**src/rtl/pll_drp_pkg.sv**
```systemverilog
// Shared types, FSM state codes and per-profile DRP register tables for the PLL reconfiguration controller.
// Each entry is a masked read-modify-write: mask bit 1 keeps the bit that was read back.
package pll_drp_pkg;

    localparam int TBL_ENTRIES = 8;

    localparam logic [3:0] ST_IDLE      = 4'd0;
    localparam logic [3:0] ST_RST       = 4'd1;
    localparam logic [3:0] ST_RD        = 4'd2;
    localparam logic [3:0] ST_RD_WAIT   = 4'd3;
    localparam logic [3:0] ST_WR        = 4'd4;
    localparam logic [3:0] ST_WR_WAIT   = 4'd5;
    localparam logic [3:0] ST_RELEASE   = 4'd6;
    localparam logic [3:0] ST_LOCK_WAIT = 4'd7;
    localparam logic [3:0] ST_ERR       = 4'd8;

    typedef struct packed {
        logic [6:0]  addr;
        logic [15:0] mask;
        logic [15:0] data;
    } drp_entry_t;

    localparam drp_entry_t PROFILE_TBL [4][TBL_ENTRIES] = '{
        '{'{7'h08, 16'hF000, 16'h0104}, '{7'h09, 16'hF000, 16'h0104},
          '{7'h0A, 16'hF000, 16'h0104}, '{7'h0B, 16'hF000, 16'h0104},
          '{7'h0C, 16'hF000, 16'h0104}, '{7'h0D, 16'hF000, 16'h0104},
          '{7'h0E, 16'hF000, 16'h0104}, '{7'h0F, 16'hF000, 16'h0104}},
        '{'{7'h28, 16'h00FF, 16'h0100}, '{7'h29, 16'h00FF, 16'h0200},
          '{7'h2A, 16'h00FF, 16'h0300}, '{7'h2B, 16'h00FF, 16'h0400},
          '{7'h2C, 16'h00FF, 16'h0500}, '{7'h2D, 16'h00FF, 16'h0600},
          '{7'h2E, 16'h00FF, 16'h0700}, '{7'h2F, 16'h00FF, 16'h0800}},
        '{'{7'h14, 16'h1000, 16'h0083}, '{7'h15, 16'h8000, 16'h0041},
          '{7'h16, 16'hC000, 16'h1041}, '{7'h4E, 16'h66FF, 16'h0800},
          '{7'h4F, 16'h666F, 16'h1000}, '{7'h18, 16'hFC00, 16'h00FA},
          '{7'h19, 16'h8000, 16'h7C01}, '{7'h1A, 16'h8000, 16'h7DE9}},
        '{'{7'h14, 16'h1000, 16'h0145}, '{7'h15, 16'h8000, 16'h0000},
          '{7'h16, 16'hC000, 16'h1145}, '{7'h4E, 16'h66FF, 16'h9900},
          '{7'h4F, 16'h666F, 16'h9000}, '{7'h18, 16'hFC00, 16'h01F4},
          '{7'h19, 16'h8000, 16'h7C01}, '{7'h1A, 16'h8000, 16'h7DE9}}
    };

endpackage

```
**src/rtl/pll_drp_rom.sv**
```systemverilog
// Combinational profile lookup: (sel, index) -> DRP address, keep-mask and write data.
// Indices past the stored table return an all-zero entry.
module pll_drp_rom
    import pll_drp_pkg::*;
#(
    parameter int NUM_ENTRIES = 8,
    parameter int IDX_W       = (NUM_ENTRIES > 1) ? $clog2(NUM_ENTRIES) : 1
) (
    input  logic [1:0]       sel_i,
    input  logic [IDX_W-1:0] idx_i,
    output logic [6:0]       addr_o,
    output logic [15:0]      mask_o,
    output logic [15:0]      data_o
);

    logic [2:0] tbl_idx;
    drp_entry_t ent;

    assign tbl_idx = 3'(idx_i);

    always_comb begin
        ent = '0;
        if (32'(idx_i) < TBL_ENTRIES) begin
            ent = PROFILE_TBL[sel_i][tbl_idx];
        end
    end

    assign addr_o = ent.addr;
    assign mask_o = ent.mask;
    assign data_o = ent.data;

endmodule

```
**src/rtl/pll_drp_ctrl.sv**
```systemverilog
// Holds the PLL in reset, read-modify-writes one DRP profile entry by entry, then releases and waits for lock.
// One DRP transaction outstanding at a time; DRDY and lock waits are bounded by timeouts that end in ERR.
module pll_drp_ctrl
    import pll_drp_pkg::*;
#(
    parameter int NUM_ENTRIES  = 8,
    parameter int DRDY_TIMEOUT = 64,
    parameter int LOCK_TIMEOUT = 20000,
    parameter int LOCK_BLANK   = 8
) (
    input  logic        clk_i,
    input  logic        rst_ni,
    input  logic        cfg_req_i,
    input  logic [1:0]  cfg_sel_i,
    output logic        cfg_busy_o,
    output logic        cfg_done_o,
    output logic        cfg_err_o,
    output logic [6:0]  drp_addr_o,
    output logic [15:0] drp_di_o,
    input  logic [15:0] drp_do_i,
    output logic        drp_den_o,
    output logic        drp_dwe_o,
    input  logic        drp_drdy_i,
    output logic        pll_rst_o,
    input  logic        pll_locked_i
);

    localparam int IDX_W   = (NUM_ENTRIES > 1) ? $clog2(NUM_ENTRIES) : 1;
    localparam int CNT_MAX = (DRDY_TIMEOUT > LOCK_TIMEOUT) ? DRDY_TIMEOUT : LOCK_TIMEOUT;
    localparam int CNT_W   = $clog2(CNT_MAX) + 1;

    logic [3:0]       state_q, state_d;
    logic [1:0]       sel_q, sel_d;
    logic [IDX_W-1:0] idx_q, idx_d;
    logic [CNT_W-1:0] cnt_q, cnt_d;
    logic [6:0]       addr_q, addr_d;
    logic [15:0]      di_q, di_d;
    logic             err_q, err_d;
    logic             done_q, done_d;
    logic             idx_last;
    logic [6:0]       ent_addr;
    logic [15:0]      ent_mask, ent_data;

    assign idx_last = (idx_q == IDX_W'(NUM_ENTRIES - 1));

    // The ROM is addressed with the next index so address/data registers load on the transition into RD/WR.
    always_comb begin
        sel_d = sel_q;
        idx_d = idx_q;
        if (state_q == ST_IDLE && cfg_req_i) begin
            sel_d = cfg_sel_i;
            idx_d = '0;
        end else if (state_q == ST_WR_WAIT && drp_drdy_i && !idx_last) begin
            idx_d = idx_q + 1'b1;
        end
    end

    pll_drp_rom #(
        .NUM_ENTRIES (NUM_ENTRIES),
        .IDX_W       (IDX_W)
    ) u_rom (
        .sel_i  (sel_d),
        .idx_i  (idx_d),
        .addr_o (ent_addr),
        .mask_o (ent_mask),
        .data_o (ent_data)
    );

    always_comb begin
        state_d = state_q;
        cnt_d   = cnt_q + 1'b1;
        addr_d  = addr_q;
        di_d    = di_q;
        err_d   = err_q;
        done_d  = 1'b0;
        case (state_q)
            ST_IDLE: begin
                cnt_d = '0;
                if (cfg_req_i) begin
                    err_d   = 1'b0;
                    state_d = ST_RST;
                end
            end
            ST_RST: begin
                addr_d  = ent_addr;
                state_d = ST_RD;
            end
            ST_RD: begin
                cnt_d   = '0;
                state_d = ST_RD_WAIT;
            end
            ST_RD_WAIT: begin
                if (drp_drdy_i) begin
                    di_d    = (drp_do_i & ent_mask) | ent_data;
                    state_d = ST_WR;
                end else if (cnt_q == CNT_W'(DRDY_TIMEOUT - 1)) begin
                    err_d   = 1'b1;
                    state_d = ST_ERR;
                end
            end
            ST_WR: begin
                cnt_d   = '0;
                state_d = ST_WR_WAIT;
            end
            ST_WR_WAIT: begin
                if (drp_drdy_i) begin
                    if (idx_last) begin
                        cnt_d   = '0;
                        state_d = ST_RELEASE;
                    end else begin
                        addr_d  = ent_addr;
                        state_d = ST_RD;
                    end
                end else if (cnt_q == CNT_W'(DRDY_TIMEOUT - 1)) begin
                    err_d   = 1'b1;
                    state_d = ST_ERR;
                end
            end
            // Counter keeps running from RELEASE entry so the lock timeout covers the blanking window too.
            ST_RELEASE: begin
                if (cnt_q == CNT_W'(LOCK_BLANK - 1)) begin
                    state_d = ST_LOCK_WAIT;
                end
            end
            ST_LOCK_WAIT: begin
                if (pll_locked_i) begin
                    done_d  = 1'b1;
                    state_d = ST_IDLE;
                end else if (cnt_q == CNT_W'(LOCK_TIMEOUT - 1)) begin
                    err_d   = 1'b1;
                    state_d = ST_ERR;
                end
            end
            default: begin
                state_d = ST_IDLE;
            end
        endcase
    end

    always_ff @(posedge clk_i) begin
        if (!rst_ni) begin
            state_q <= ST_IDLE;
            sel_q   <= '0;
            idx_q   <= '0;
            cnt_q   <= '0;
            addr_q  <= '0;
            di_q    <= '0;
            err_q   <= 1'b0;
            done_q  <= 1'b0;
        end else begin
            state_q <= state_d;
            sel_q   <= sel_d;
            idx_q   <= idx_d;
            cnt_q   <= cnt_d;
            addr_q  <= addr_d;
            di_q    <= di_d;
            err_q   <= err_d;
            done_q  <= done_d;
        end
    end

    assign cfg_busy_o = (state_q != ST_IDLE);
    assign cfg_done_o = done_q;
    assign cfg_err_o  = err_q;
    assign drp_addr_o = addr_q;
    assign drp_di_o   = di_q;
    assign drp_den_o  = (state_q == ST_RD) || (state_q == ST_WR);
    assign drp_dwe_o  = (state_q == ST_WR);
    assign pll_rst_o  = (state_q == ST_RST) || (state_q == ST_RD) || (state_q == ST_RD_WAIT) ||
                        (state_q == ST_WR)  || (state_q == ST_WR_WAIT);

endmodule

```
**config.mk**
```make
export PLATFORM = sky130hd
export DESIGN_NAME = pll_drp_ctrl
export DESIGN_NICKNAME = d
export VERILOG_FILES = /design/src/rtl/pll_drp_pkg.sv /design/src/rtl/pll_drp_rom.sv /design/src/rtl/pll_drp_ctrl.sv
export SDC_FILE = /design/constraint.sdc
export NUM_CORES = 1
export LEC_CHECK = 0
export BUFFER_PORTS_ARGS = -buffer_cell sky130_fd_sc_hd__buf_2
export CORE_AREA = 4 4 97 99
export DETAILED_ROUTE_END_ITERATION = 8
export DIE_AREA = 0 0 101 103
export GPL_TIMING_DRIVEN = 1
export SLEW_MARGIN = 20
export SYNTH_ARGS = -nofsm -noshare
export SYNTH_HDL_FRONTEND = slang
export SYNTH_SLANG_ARGS = --single-unit
```
**constraint.sdc**
```tcl
create_clock -name clk_i -period 8.8 [get_ports clk_i]
set_clock_uncertainty 0.1 [all_clocks]
set_input_delay 0 -clock clk_i [delete_from_list [all_inputs] [get_ports clk_i]]
set_output_delay 0 -clock clk_i [all_outputs]
set_load 0.01 [all_outputs]
```
==> results.sh <==
export IMPL_nets=493
export IMPL_critPathKind="flop to flop"
export IMPL_avgSynthCellArea_um2=7.93
export IMPL_clockBufferDepth=2
export IMPL_clock_latency_ps=310
export IMPL_drv_slew=0
export IMPL_via_per_inst=5.72
export IMPL_slew_headroom_pct=45.3
export IMPL_grt_max_degree=26
export IMPL_rows=34
export IMPL_drive_gt1_share_pct=16.5
export IMPL_dr_wl_met3_um=421
export IMPL_yosysSeqAreaShare_pct=31.5
export IMPL_netlist_area_mm2=0.00317
export IMPL_clk_pin_slew_ps=90
export IMPL_dp_cells=539
export IMPL_syn2layout_area_growth_pct=17.9
export IMPL_synth_area_leaders="dfxtp_1 32%, ha_1 6.3%, nor2_1 5.3%, o21ai_0 4.9%, nand2_1 4.7%"
export IMPL_antenna_cells=0
export IMPL_die_area_mm2=0.0104
export IMPL_gr_usage_all_layers_pct=17.7
export IMPL_netlist_instances=400
export IMPL_die_w_um=101
export IMPL_yosys_warnings=0
export IMPL_ys_seq_elements=50
export IMPL_gp_congestion=0.867
export IMPL_final_cells=563
export IMPL_ys_types=68
export IMPL_io_pins=52
export IMPL_nFillCells=891
export IMPL_fin_tns_setup_ps=0
export IMPL_maxCapViolations=0
export IMPL_status="completed"
export IMPL_cts_root_buf="clkbuf_8"
export IMPL_fmax_mhz=282
export IMPL_fin_crit_sh_pct=40.4
export IMPL_overflow=0
export IMPL_hold_viol_final=0
export IMPL_final_antenna_net_count=0
export IMPL_cts_tree="done"
export IMPL_worst_pin_slew_ps=797
export IMPL_rsz0062_at_grt="no"
export IMPL_m1WireLength_um=4460
export IMPL_wl_per_cell_um=16.5
export IMPL_synth_largest_area_cell="dfxtp_1"
export IMPL_ctsResizeCount=0
export IMPL_worstPathArrival_ps=3640
export IMPL_peakVddDrop_v=0.0000623
export IMPL_port_buffers=50
export IMPL_p_per_area_mw_per_mm2=139
export IMPL_wl_um=9310
export IMPL_synth_edff_count=0
export IMPL_hpwlAfterDp_um=6500
export IMPL_async_reset_ff_share_pct=0
export IMPL_cp_data_required_time_ps=8890
export IMPL_cts_htree_levels=2
export IMPL_drtIter0Drc=233
export IMPL_core_area_mm2=0.00855
export IMPL_min_path_type="input pin to flop"
export IMPL_cts_sinks=50
export IMPL_route_top_layer_used="met4"
export IMPL_grt_pass1_wl_um=14900
export IMPL_dr_total_vias=3223
export IMPL_netlist_area_leader_share_pct=31.5
export IMPL_cp_end_kind="flop"
export IMPL_period_needed_ps=3550
export IMPL_antenna_found_initial=0
export IMPL_syn_nets=439
export IMPL_p_leak_uw=0.00150
export IMPL_cp_max_fo=17
export IMPL_wl_met2_um=4280
export IMPL_ys_flop_type="dfxtp_1"
export IMPL_drc=0
export IMPL_first_pass_iters=8
export IMPL_startpoint_type="flop"
export IMPL_setup_viol=0
export IMPL_numCtsBuffers=5
export IMPL_grt_pass1_vias=3000
export IMPL_die_h_um=103
export IMPL_initial_core_util_pct=37.1
[sequential cells by signal (all words and copies together), names as in the netlist]
name,count
cfg_done_o,1
cfg_err_o,1
cnt_q,16
drp_addr_o,7
drp_di_o,16
idx_q,3
sel_q,2
state_q,4
[routing by layer]
layer / vias up / global-route usage, %
met3: 13 / 2.50
met4: 0 / 4.40
met2: 105 / 29.1
li1: 1568 / -
met5: - / 0
met1: 1537 / 24.7
[final cells by class]
class	instances	area, um2	share of cell area, %
Inverter	15	56.3	1.51
Tap cell	108	135	3.61
Clock inverter	3	40.0	1.07
Multi-Input combinational cell	314	2010	53.8
Timing Repair Buffer	68	425	11.4
Sequential cell	50	1000	26.8
Clock buffer	5	68.8	1.84
[cell usage after synthesis (5+ instances only)]
| cell | n |
|---|---|
| clkbuf_1 | 8 |
| nor3_1 | 10 |
| a31oi_1 | 12 |
| ha_1 | 16 |
| buf_2 | 9 |
| and3_1 | 7 |
| a211o_1 | 5 |
| nand2_1 | 40 |
| xor2_1 | 11 |
| xnor2_1 | 7 |
| dfxtp_1 | 50 |
| nand3_1 | 13 |
| o211ai_1 | 6 |
| nor2_1 | 45 |
| a21oi_1 | 25 |
| nand4_1 | 8 |
| o21ai_0 | 31 |
| inv_1 | 14 |
[worst max-delay path: stages (launching register included)]
cell and delay (ps):
dfxtp_1 760, nor2b_1 620, nand3_1 320, a21oi_4 460
inv_2 210, ha_1 300, a22o_1 260, a221oi_1 300
nor2_1 100
[cells in the final DEF, fill, tap and decap left out, types with 4 or more instances in the layout]
master / instances
dfxtp_1: 50
buf_2: 50
nor2_1: 45
nand2_1: 40
o21ai_0: 31
a21oi_1: 25
ha_1: 16
dlygate4sd3_1: 16
inv_1: 14
nand3_1: 13
a31oi_1: 12
xor2_1: 11
nor3_1: 10
nand4_1: 8
xnor2_1: 7
and3_1: 7
o211ai_1: 6
a211o_1: 5
clkbuf_8: 5
nand2b_1: 4
nor2b_1: 4
a211oi_1: 4
or4_1: 4
[stage by stage]
| stage | total power (uW) | utilization, % | hold slack (ps) | area, um2 | worst slack [ps] |
|---|---|---|---|---|---|
| after floorplan | 319 | - | 18.3 | 3170 | 6030 |
| final | 521 | 43.7 | 19.3 | 3740 | 5250 |
| after CTS | 523 | 43.7 | 9.14 | 3740 | 5370 |
| after detailed placement | 353 | 40.6 | 158 | 3470 | 5390 |
| after global placement | 352 | 40.6 | 156 | 3470 | 5370 |
| after global routing | 545 | 43.7 | 67.6 | 3740 | 5060 |
[cell families (layout without fill, tap and decap cells)]
logic type               count (synthesis)  after routing  share of synthesized area (%)
multiplexers                             4              4                           1.30
AO/OA/AOI/OAI                          122            122                           26.2
buffers and inverters                   36             91                           5.20
XOR/XNOR                                18             18                           4.97
AND/OR/NAND/NOR                        153            153                           24.2
adder cells (fa/ha/maj)                 17             17                           6.62
flip-flops                              50             50                           31.5
[path summary, 6_finish.rpt]
path,from,endpoint,slack [ps],depth (start not counted)
max,state_q[2],drp_di_o[9],5250,8
min,drp_do_i[10],drp_di_o[10],20,4
max reg2reg,state_q[2],drp_di_o[9],5250,8
min reg2reg,cnt_q[0],cnt_q[0],350,1
[where the power goes]
part	internal, uW	switching, uW	leakage (uW)	total, uW
registers	234	10.4	0.000405	244
logic	43.7	67.1	0.00103	111
clock network	83.9	81.8	0.0000579	166
[repair_timing]
item                      4_1_cts  5_1_grt
hold endpoints to repair       17        0
buffers inserted                0        0
hold buffers                   16        0
Power figures use the tool's default switching activity.
